--- src/rtl/counter_universal_wrap_if.sv ---
`default_nettype none
// ============================================================================
// Module      : counter_universal_wrap_if
// Description : Control/data bundle for the universal wrap counter.
// Revision    : 1.0 - initial release
// ============================================================================
interface counter_universal_wrap_if #(
    parameter int WIDTH = 8
);
    logic             en;
    logic             l;
    logic             lw;
    logic             inc;
    logic             dec;
    logic             shl;
    logic             shr;
    logic             rot;
    logic             sin;
    logic [WIDTH-1:0] d;
    logic [WIDTH-1:0] q;
    logic [WIDTH-1:0] wl_q;
    logic             wrap;
    logic             sout;
    logic             zero;
    logic             at_lim;

    modport master (
        output en, l, lw, inc, dec, shl, shr, rot, sin, d,
        input  q, wl_q, wrap, sout, zero, at_lim
    );

    modport slave (
        input  en, l, lw, inc, dec, shl, shr, rot, sin, d,
        output q, wl_q, wrap, sout, zero, at_lim
    );
endinterface
`default_nettype wire

--- src/rtl/counter_universal_wrap.sv ---
`default_nettype none
// ============================================================================
// Module      : counter_universal_wrap
// Description : N-bit load/inc/dec/shift counter with programmable wrap limit.
// Revision    : 1.0 - initial release
// ============================================================================
module counter_universal_wrap #(
    parameter int               WIDTH   = 8,
    parameter logic [WIDTH-1:0] LIM_RST = {WIDTH{1'b1}}
) (
    input  wire logic              C,
    input  wire logic              R,
    counter_universal_wrap_if.slave bus
);

    localparam logic [WIDTH-1:0] c_zero = '0;
    localparam logic [WIDTH-1:0] c_one  = WIDTH'(1);

    logic [WIDTH-1:0] r_q;
    logic [WIDTH-1:0] r_wl;
    logic             r_wrap;
    logic             r_sout;

    always_ff @(posedge C) begin
        if (R) begin
            r_q    <= c_zero;
            r_wl   <= LIM_RST;
            r_wrap <= 1'b0;
            r_sout <= 1'b0;
        end else begin
            // The limit update never affects this cycle's Q comparisons,
            // which still see the old r_wl.
            if (bus.lw) begin
                r_wl <= bus.d;
            end
            r_wrap <= 1'b0;
            if (bus.en) begin
                if (bus.l) begin
                    r_q <= bus.d;
                end else if (bus.inc) begin
                    if (r_q >= r_wl) begin
                        r_q    <= c_zero;
                        r_wrap <= 1'b1;
                    end else begin
                        r_q <= r_q + c_one;
                    end
                end else if (bus.dec) begin
                    if (r_q == c_zero) begin
                        r_q    <= r_wl;
                        r_wrap <= 1'b1;
                    end else begin
                        r_q <= r_q - c_one;
                    end
                end else if (bus.shl) begin
                    r_q    <= {r_q[WIDTH-2:0], (bus.rot ? r_q[WIDTH-1] : bus.sin)};
                    r_sout <= r_q[WIDTH-1];
                end else if (bus.shr) begin
                    r_q    <= {(bus.rot ? r_q[0] : bus.sin), r_q[WIDTH-1:1]};
                    r_sout <= r_q[0];
                end
            end
        end
    end

    assign bus.q      = r_q;
    assign bus.wl_q   = r_wl;
    assign bus.wrap   = r_wrap;
    assign bus.sout   = r_sout;
    assign bus.zero   = (r_q == c_zero);
    assign bus.at_lim = (r_q == r_wl);

endmodule
`default_nettype wire

--- src/flat_wrapper.sv ---
// flat-port wrapper written by rule: the top's interface ports become plain ports
module counter_universal_wrap_flat 
#(
    parameter int               WIDTH   = 8,
    parameter logic [WIDTH-1:0] LIM_RST = {WIDTH{1'b1}}
)
  (C, R, bus_en, bus_l, bus_lw, bus_inc, bus_dec, bus_shl, bus_shr, bus_rot, bus_sin, bus_d, bus_q, bus_wl_q, bus_wrap, bus_sout, bus_zero, bus_at_lim);
  counter_universal_wrap_if #(.WIDTH(WIDTH)) bus_i ();
  input  wire logic C;
  input  wire logic R;
  input wire logic [$bits(bus_i.en)-1:0] bus_en;
  input wire logic [$bits(bus_i.l)-1:0] bus_l;
  input wire logic [$bits(bus_i.lw)-1:0] bus_lw;
  input wire logic [$bits(bus_i.inc)-1:0] bus_inc;
  input wire logic [$bits(bus_i.dec)-1:0] bus_dec;
  input wire logic [$bits(bus_i.shl)-1:0] bus_shl;
  input wire logic [$bits(bus_i.shr)-1:0] bus_shr;
  input wire logic [$bits(bus_i.rot)-1:0] bus_rot;
  input wire logic [$bits(bus_i.sin)-1:0] bus_sin;
  input wire logic [$bits(bus_i.d)-1:0] bus_d;
  output wire logic [$bits(bus_i.q)-1:0] bus_q;
  output wire logic [$bits(bus_i.wl_q)-1:0] bus_wl_q;
  output wire logic [$bits(bus_i.wrap)-1:0] bus_wrap;
  output wire logic [$bits(bus_i.sout)-1:0] bus_sout;
  output wire logic [$bits(bus_i.zero)-1:0] bus_zero;
  output wire logic [$bits(bus_i.at_lim)-1:0] bus_at_lim;
  assign bus_i.en = bus_en;
  assign bus_i.l = bus_l;
  assign bus_i.lw = bus_lw;
  assign bus_i.inc = bus_inc;
  assign bus_i.dec = bus_dec;
  assign bus_i.shl = bus_shl;
  assign bus_i.shr = bus_shr;
  assign bus_i.rot = bus_rot;
  assign bus_i.sin = bus_sin;
  assign bus_i.d = bus_d;
  assign bus_q = bus_i.q;
  assign bus_wl_q = bus_i.wl_q;
  assign bus_wrap = bus_i.wrap;
  assign bus_sout = bus_i.sout;
  assign bus_zero = bus_i.zero;
  assign bus_at_lim = bus_i.at_lim;
  counter_universal_wrap #(.WIDTH(WIDTH), .LIM_RST(LIM_RST)) u_core (.C(C), .R(R), .bus(bus_i));
endmodule
--- config.mk ---
export PLATFORM = sky130hd
export DESIGN_NAME = counter_universal_wrap_flat
export DESIGN_NICKNAME = d
export VERILOG_FILES = /design/src/rtl/counter_universal_wrap_if.sv /design/src/rtl/counter_universal_wrap.sv /design/src/flat_wrapper.sv
export SDC_FILE = /design/constraint.sdc
export NUM_CORES = 1
export LEC_CHECK = 0
export CORE_ASPECT_RATIO = 1.1
export CORE_MARGIN = 5
export CORE_UTILIZATION = 45
export DETAILED_ROUTE_END_ITERATION = 16
export HOLD_SLACK_MARGIN = 0.1
export MAX_ROUTING_LAYER = met4
export PLACE_DENSITY_LB_ADDON = 0.05
export SLEW_MARGIN = 0
export SYNTH_ARGS = -nofsm -noshare
export SYNTH_HDL_FRONTEND = slang
export SYNTH_SLANG_ARGS = --single-unit
--- constraint.sdc ---
create_clock -name C -period 3.1 [get_ports C]
set_clock_uncertainty 0.2 [all_clocks]
set_input_delay 0.775 -clock C [delete_from_list [all_inputs] [get_ports C]]
set_output_delay 0.775 -clock C [all_outputs]
set_load 0.01 [all_outputs]
==> qor.csv, run 1 <==
stage,metric,value,unit
run_status,status,"complete, no violations",
clock_network,path_clk_slew,0.11,ns
hold_path,min_from,u_core.bus.wl_q[3]$_SDFFE_PP1P_,
die,die_x,67.2,um
logic_synthesis,synth-edff-count,0,
clock_network,ctsHtreeMaxLevel,1,
die,io-pin-count,39,
detailed_routing,wire_per_inst,17.6,um
pwr,switchingPower,0.000276,W
setup_path,start_kind,register,
clock_network,hold_buffers,0,
sta,fmaxAchievable,0.345,GHz
finish,drive_gt1_share,15.7,%
die,die_y,72.9,um
detailed_routing,routed_via_density,5.76,
place,gp_congestion,0.884,
grt,grt_pass1_wl,8.39,mm
pwr,power,0.000742,W
logic_synthesis,netlist_area,1620,sq um
setup_path,r2r_slack,0.62,ns
setup_path,reg2regPathDepth,9,
logic_synthesis,synth_warnings,0,
place,io_buffer_count,38,
finish,fillers,329,
hold_path,hold_class,reg2reg,
sta,rsz0062_at_grt,no,
pwr,p_seq_share,35.4,%
setup_path,reg2reg_from,u_core.bus.q[0]$_SDFFE_PP0P_,
detailed_routing,postRouteAntennaNets,0,
run,max_cap_viol_count,0,
finish,area_growth,33.6,%
detailed_routing,drc,0,
logic_synthesis,async_reset_ff_share,0,%
clock_network,clockBufferDepth,2,
detailed_routing,drt_pass1_iterations,4,
logic_synthesis,ys_seq_elements,18,
setup_path,crit_start,u_core.bus.q[7]$_SDFFE_PP0P_,
pwr,power_density,343,nW/um^2
detailed_routing,drt-total-wl,5.31,mm
pwr,p_comb_share,48.0,%
pwr,power.switching_fraction,37.2,%
setup_path,critPathSlowestCell,clkdlybuf4s50_1,
clock_network,clockRootBuffer,clkbuf_4,
clock_network,post-cts-setup-buffers,0,
sta,tns,0,ns
finish,final_common_cell,clkdlybuf4s50_1,
logic_synthesis,synth_top_flop_cell,dfxtp_1,
clock_network,cts_tree,built,
setup_path,path_cells,"buf_4, ha_1, nand4_1, nor2_1, clkdlybuf4s50_1",
setup_path,worstPathArrival,1.92,ns
grt,antenna_found_initial,0,
grt,grt_pass1_vias,1633,
setup_path,required,2.12,ns
hold_path,holdPathStages,2,
sta,tightest_slew,0.515,ns
logic_synthesis,yosysUniqueCellTypes,51,
die,core,3410,sq um
pwr,p_int,0.000466,W
setup_path,max_stage_delay,0.55,ns
sta,slew_violations,0,
finish,finalNetCount,286,
sta,setup_violations,0,
sta,slew_headroom,65.6,%
sta,hold_viol,0,
setup_path,timing.rr.end,u_core.bus.q[0]$_SDFFE_PP0P_,
die,die_area,4900,sq um
grt,grtUsageTotal,23.4,%
grt,overflow,0,
sta,post-route-period-util,93.4,%
hold_path,min_delay_worst_endpoint,u_core.bus.wl_q[3]$_SDFFE_PP1P_,
clock_network,cts_buffers,3,
setup_path,endpoint_kind,primary output,
detailed_routing,routed-via-count,1739,
setup_path,critPathMaxFanout,8,
logic_synthesis,syn_inst,208,
pwr,peakVddDrop,170,uV
detailed_routing,drt-initial-drc-count,115,
place,post-dp-hpwl,4.17,mm
finish,most-common-layout-cells,"clkdlybuf4s50_1 (37), buf_4 (22), nand2_1 (20)",
sta,min_period,2.90,ns
pwr,pwr-share-clk,16.6,%
grt,grt_max_degree,19,
finish,antenna_cells,0,
die,std_cell_rows,22,
clock_network,clk-insertion-delay-late,0.30,ns
pwr,cellLeakagePower,0.924,nW
clock_network,cts_sinks,18,
logic_synthesis,seq_area_frac_synth,22.3,%
setup_path,path_class,reg2out,
logic_synthesis,syn_nets,238,
die,start_util,47.4,%
logic_synthesis,syn_area_per_cell,7.78,sq um
## through the flow
step	hold slack (ns)	std cells	area (sq um)	setup WS (ns)	utilization [%]
6_report	0.333	302	2160	0.204	63.4
5_1_grt	0.370	302	2160	0.0600	63.4
4_1_cts	0.338	302	2160	0.176	63.4
3_5_place_dp	0.321	299	2140	0.133	62.6
3_3_place_gp	0.284	299	2140	0.166	62.6
2_1_floorplan	0.328	208	1620	0.477	-
## area by class of cell
type                       instances  area, sq um  area share [%]
timing repair buffer              60          544            25.2
clock buffer                       3         22.5            1.04
sequential                        18          360            16.7
multi-input combinational        159         1110            51.4
tap                               48         60.1            2.78
inverter                          14         65.1            3.01
## synthesized netlist by cell type (2+ instances only)
library cell | instances | area, sq um
clkbuf_1 | 10 | 37.5
a31oi_1 | 3 | 18.8
dfxtp_1 | 18 | 360
mux2_2 | 3 | 33.8
nand4_1 | 2 | 12.5
a32oi_1 | 2 | 17.5
buf_6 | 2 | 22.5
o32ai_1 | 4 | 35.0
nor3_1 | 6 | 30.0
nand2_1 | 20 | 75.1
nor2_1 | 16 | 60.1
o21ai_0 | 7 | 35.0
ha_1 | 11 | 138
nor4_1 | 3 | 18.8
nand2b_1 | 4 | 25.0
a211oi_1 | 2 | 15.0
o21ai_2 | 2 | 17.5
mux2i_1 | 8 | 80.1
buf_2 | 4 | 20.0
inv_1 | 13 | 48.8
a311oi_1 | 2 | 17.5
o211ai_1 | 7 | 52.6
nor2b_1 | 8 | 50.1
a21o_1 | 2 | 15.0
and3_1 | 4 | 25.0
a21oi_1 | 15 | 75.1
xnor2_1 | 4 | 35.0
xor2_1 | 2 | 17.5
o21ai_1 | 2 | 10.0
## power groups by stage
stage          sequential [W]  clock [W]  combinational, W
6_report             0.000263   0.000123          0.000356
5_1_grt              0.000265   0.000139          0.000384
4_1_cts              0.000263   0.000127          0.000353
3_5_place_dp         0.000268          0          0.000350
3_3_place_gp         0.000267          0          0.000346
2_1_floorplan        0.000277          0          0.000206
## per-layer routing
| metal | vias to the layer above | GRT usage, % | wire, um |
|---|---|---|---|
| li1 | 846 | - | - |
| met5 | - | - | 0 |
| met2 | 85 | 37.6 | 2590 |
| met3 | 7 | 2.00 | 343 |
| met4 | 0 | 6.98 | 85 |
| met1 | 801 | 31.0 | 2290 |
## worst max-delay path: cells and delay by family, from the launching register on
kind	cells	cell delay, ns
buffers and inverters	2	0.72
DFF	1	0.34
and+or+nand+nor	2	0.25
adders and majority gates	1	0.31
## flip-flops by register name (all words and copies together), names as in the netlist
name	cells
u_core.bus.q	8
u_core.bus.sout	1
u_core.bus.wl_q	8
u_core.bus.wrap	1
## cell families (layout without fill, tap and decap cells)
logic type / after synthesis / in the layout / synth area share (%)
buffers and inverters: 31 / 77 / 9.43
muxes: 11 / 11 / 7.03
adders and majority gates: 11 / 11 / 8.50
AOI/OAI and AO/OA: 60 / 60 / 27.5
DFF: 18 / 18 / 22.3
and+or+nand+nor: 71 / 71 / 22.0
xor gates and xnor gates: 6 / 6 / 3.25
## worst max-delay path by stage
stage | cells after the start | endpoint | slack [ns]
floorplan | 7 | u_core.bus.q[0]$_SDFFE_PP0P_ | 0.48
global placement | 7 | u_core.bus.q[7]$_SDFFE_PP0P_ | 0.17
detailed placement | 7 | u_core.bus.q[7]$_SDFFE_PP0P_ | 0.13
CTS | 5 | bus_at_lim | 0.18
global route | 5 | bus_at_lim | 0.06
finish | 5 | bus_at_lim | 0.20
## timing repair
item | 4_1_cts | 5_1_grt
endpoints found under the setup margin | 1 | 0
gates resized for setup | 2 | 0
hold endpoints to repair | 0 | 0
No activity file was read; power rests on OpenSTA's default activity.
==> inputs of run 2 (changes only) <==
--- a/config.mk
+++ b/config.mk
@@ -9,6 +9,7 @@
 export CORE_MARGIN = 5
 export CORE_UTILIZATION = 45
 export DETAILED_ROUTE_END_ITERATION = 16
+export DONT_BUFFER_PORTS = 1
 export HOLD_SLACK_MARGIN = 0.1
 export MAX_ROUTING_LAYER = met4
 export PLACE_DENSITY_LB_ADDON = 0.05
==> qor.csv, run 2 (same netlist as run 1, synthesis figures left out) <==
stage,metric,value,unit
setup_path,max_stage_delay,0.53,ns
clock_network,cts_buffers,3,
detailed_routing,postRouteAntennaNets,0,
grt,antenna_found_initial,0,
setup_path,reg2regPathDepth,8,
die,die_y,72.9,um
grt,overflow,0,
place,post-dp-hpwl,3.80,mm
finish,area_growth,4.79,%
finish,final_cells,253,
setup_path,required,2.12,ns
clock_network,cts_resized,0,
sta,fmaxAchievable,0.344,GHz
detailed_routing,drt_pass1_iterations,4,
sta,min_period,2.91,ns
die,std_cell_rows,22,
pwr,cellLeakagePower,0.720,nW
place,place_inst,250,
sta,whs,0.312,ns
clock_network,post-cts-setup-buffers,0,
setup_path,critPathSlowestCell,dfxtp_1,
grt,grt_pass1_vias,1557,
die,core,3410,sq um
detailed_routing,drt-initial-drc-count,102,
sta,post-route-period-util,93.8,%
sta,hold_viol,0,
detailed_routing,drc,0,
hold_path,holdPathStages,1,
finish,finalNetCount,237,
setup_path,start_kind,register,
finish,fillers,368,
place,gp_congestion,0.895,
die,start_util,47.4,%
run_status,status,"complete, no violations",
setup_path,worstPathArrival,1.93,ns
finish,final_common_cell,nand2_1,
finish,antenna_cells,0,
setup_path,path_cells,"inv_1, ha_1, nand2b_1, or3_1, clkinv_8",
setup_path,path_class,reg2out,
setup_path,path_buf_inv,2,
detailed_routing,routed-via-count,1517,
setup_path,endpoint_kind,primary output,
run,max_cap_viol_count,0,
pwr,power_density,385,nW/um^2
die,die_area,4900,sq um
setup_path,critPathTopFamily,simple AND/OR/NAND/NOR gates,
finish,most-common-layout-cells,"nand2_1 (20), dfxtp_1 (18), nor2_1 (16)",
die,die_x,67.2,um
detailed_routing,drt-total-wl,4.82,mm
pwr,peakVddDrop,144,uV
clock_network,cts_tree,built,
finish,fin_util,49.7,%
clock_network,clockRootBuffer,clkbuf_4,
clock_network,clockBufferDepth,2,
grt,grt_max_degree,20,
clock_network,ctsHtreeMaxLevel,1,
place,io_buffer_count,0,
sta,tns,0,ns
setup_path,cp.depth,5,
clock_network,path_clk_slew,0.13,ns
detailed_routing,wire_per_inst,19.1,um
clock_network,cts_sinks,18,
die,io-pin-count,39,
setup_path,critPathMaxFanout,10,
detailed_routing,routed_via_density,6.00,
finish,drive_gt1_share,13.7,%
hold_path,hold_class,in2reg,
grt,grt_pass1_wl,7.94,mm
sta,tightest_slew,0.573,ns
sta,setup_violations,0,
clock_network,clk-insertion-delay-late,0.31,ns
sta,rsz0062_at_grt,no,
sta,slew_headroom,61.8,%
clock_network,hold_buffers,0,
grt,grtUsageTotal,21.9,%
sta,slew_violations,0,
-- run 2: changes by cell type in the layout (fill, tap and decap cells not counted) --
cell,before,now
clkdlybuf4s50_1,37,0
buf_4,22,11
dlygate4sd2_1,1,0
or3_1,0,1
or3_4,1,0
-- run 2: layout make-up --
cell class	instances	area (sq um)	area share, %
Clock buffer	3	22.5	1.33
Inverter	14	65.1	3.83
Multi-Input combinational cell	159	1110	65.2
Sequential cell	18	360	21.2
Tap cell	48	60.1	3.54
Timing Repair Buffer	11	82.6	4.87
-- run 2: where the power goes --
part | switching [W] | internal [W] | total (W)
logic | 0.000144 | 0.000109 | 0.000253
clock network | 0.0000847 | 0.0000454 | 0.000130
registers | 0.0000217 | 0.000248 | 0.000270
total | 0.000250 | 0.000403 | 0.000653
-- run 2: final timing paths --
path | slack, ns | from | endpoint
max reg2reg | 0.50 | u_core.bus.q[1]$_SDFFE_PP0P_ | u_core.bus.q[0]$_SDFFE_PP0P_
max | 0.19 | u_core.bus.q[1]$_SDFFE_PP0P_ | bus_zero
min | 0.31 | R | u_core.bus.q[5]$_SDFFE_PP0P_
min reg2reg | 0.37 | u_core.bus.sout$_SDFFE_PP0P_ | u_core.bus.sout$_SDFFE_PP0P_
-- run 2: routing by layer --
| metal | vias up | wire length (um) | global-route usage [%] |
|---|---|---|---|
| met5 | - | 0 | - |
| met4 | 0 | 111 | 9.68 |
| met3 | 10 | 389 | 5.70 |
| met2 | 48 | 2360 | 35.3 |
| met1 | 705 | 1960 | 25.3 |
| li1 | 754 | - | - |
-- run 2: stage by stage --
step	cell area (sq um)	setup slack (ns)	power, W
2_1_floorplan	1620	0.477	0.000482
3_3_place_gp	1670	0.539	0.000525
3_5_place_dp	1670	0.548	0.000527
4_1_cts	1700	0.219	0.000654
5_1_grt	1700	0.103	0.000692
6_report	1700	0.193	0.000653
==> inputs of run 3 (changes only) <==
--- a/config.mk
+++ b/config.mk
@@ -7,9 +7,10 @@
 export LEC_CHECK = 0
 export CORE_ASPECT_RATIO = 1.1
 export CORE_MARGIN = 5
-export CORE_UTILIZATION = 45
+export CORE_UTILIZATION = 55
 export DETAILED_ROUTE_END_ITERATION = 16
 export DONT_BUFFER_PORTS = 1
+export GPL_ROUTABILITY_DRIVEN = 0
 export HOLD_SLACK_MARGIN = 0.1
 export MAX_ROUTING_LAYER = met4
 export PLACE_DENSITY_LB_ADDON = 0.05
@@ -17,3 +18,4 @@
 export SYNTH_ARGS = -nofsm -noshare
 export SYNTH_HDL_FRONTEND = slang
 export SYNTH_SLANG_ARGS = --single-unit
+export TNS_END_PERCENT = 30
==> qor.csv, run 3 (same netlist as run 1, synthesis figures left out) <==
stage,metric,value,unit
die,die_x,61.7,um
grt,grt_max_degree,20,
setup_path,path_class,reg2out,
sta,min_period,2.83,ns
detailed_routing,drt-total-wl,4.92,mm
grt,grt_pass1_vias,1604,
sta,tns,0,ns
finish,fin_util,60.6,%
setup_path,required,2.12,ns
finish,final_cells,240,
pwr,power_density,412,nW/um^2
die,die_y,66.9,um
setup_path,start_kind,register,
clock_network,cts_buffers,3,
clock_network,path_clk_slew,0.13,ns
clock_network,hold_buffers,0,
hold_path,hold_class,in2reg,
sta,hold_viol,0,
finish,antenna_cells,0,
clock_network,ctsHtreeMaxLevel,1,
detailed_routing,wire_per_inst,20.5,um
detailed_routing,drc,0,
clock_network,cts_sinks,18,
sta,slew_headroom,61.4,%
pwr,cellLeakagePower,0.731,nW
finish,final_common_cell,nand2_1,
die,start_util,57.8,%
finish,multi_input_area,1110,sq um
clock_network,cts_tree,built,
clock_network,cts_resized,0,
run,max_cap_viol_count,0,
setup_path,endpoint_kind,primary output,
sta,whs,0.285,ns
detailed_routing,drt_pass1_iterations,4,
place,post-dp-hpwl,3.74,mm
setup_path,worstPathArrival,1.86,ns
finish,area_growth,4.95,%
clock_network,post-cts-setup-buffers,0,
grt,grtUsageTotal,26.9,%
detailed_routing,postRouteAntennaNets,0,
finish,most-common-layout-cells,"nand2_1 (20), dfxtp_1 (18), nor2_1 (16)",
finish,seq_area,360,sq um
run_status,status,"complete, no violations",
detailed_routing,drt-initial-drc-count,184,
detailed_routing,routed_via_density,6.56,
grt,antenna_found_initial,0,
clock_network,clockRootBuffer,clkbuf_4,
die,io-pin-count,39,
grt,overflow,0,
sta,rsz0062_at_grt,no,
setup_path,critPathMaxFanout,5,
grt,grt_pass1_wl,8.02,mm
sta,slew_violations,0,
detailed_routing,routed-via-count,1575,
place,io_buffer_count,0,
sta,setup_violations,0,
sta,tightest_slew,0.578,ns
sta,fmaxAchievable,0.353,GHz
die,std_cell_rows,20,
finish,fillers,260,
die,core,2800,sq um
die,die_area,4130,sq um
sta,post-route-period-util,91.4,%
finish,finalNetCount,238,
clock_network,clockBufferDepth,2,
clock_network,clk-insertion-delay-late,0.34,ns
place,place_inst,236,
pwr,peakVddDrop,323,uV
finish,drive_gt1_share,14.5,%
run 3: changes by cell type in the layout (fill, tap and decap cells not counted):
cell	previous run	this run
buf_4	11	12
clkbuf_8	0	1
run 3: power breakdown:
part	switching, W	total [W]	internal [W]
Combinational	0.000152	0.000265	0.000113
Sequential	0.0000192	0.000267	0.000248
Clock	0.0000964	0.000169	0.0000722
Total	0.000267	0.000701	0.000434
run 3: layer usage:
layer	up-vias	share of wire, %	global-route usage [%]
met2	72	50	44.0
met4	0	1.9	9.81
met5	-	0	-
met1	738	38	31.3
li1	755	-	-
met3	10	9.3	6.59
run 3: worst paths after layout:
kind,cells past startpoint,slack [ns],to,from
worst max register to register,9,0.43,u_core.bus.q[0]$_SDFFE_PP0P_,u_core.bus.q[0]$_SDFFE_PP0P_
worst max-delay path,3,0.27,bus_zero,u_core.bus.q[4]$_SDFFE_PP0P_
worst min-delay path,1,0.28,u_core.bus.sout$_SDFFE_PP0P_,R
worst min register to register,2,0.37,u_core.bus.sout$_SDFFE_PP0P_,u_core.bus.sout$_SDFFE_PP0P_
run 3: through the flow:
stage                     total power (W)  area (sq um)  worst slack (ns)
after floorplan                  0.000482          1620             0.477
after CTS                        0.000697          1700             0.282
after global placement           0.000528          1660             0.513
final                            0.000701          1700             0.267
after detailed placement         0.000535          1660             0.428
after global routing             0.000736          1700             0.247
run 3: area by class of cell:
cell class / count / share of cell area, %
clock buffers: 4 / 2.14
inverters: 14 / 3.83
multi-input cells: 159 / 65.1
flip-flops and latches: 18 / 21.2
well taps: 33 / 2.43
repair buffers: 12 / 5.30
run 3: worst max-delay path: stages, from the launching register on:
cell and delay, ns:
dfxtp_1 0.34, or4_4 0.55, or3_1 0.50, clkinv_8 0.12
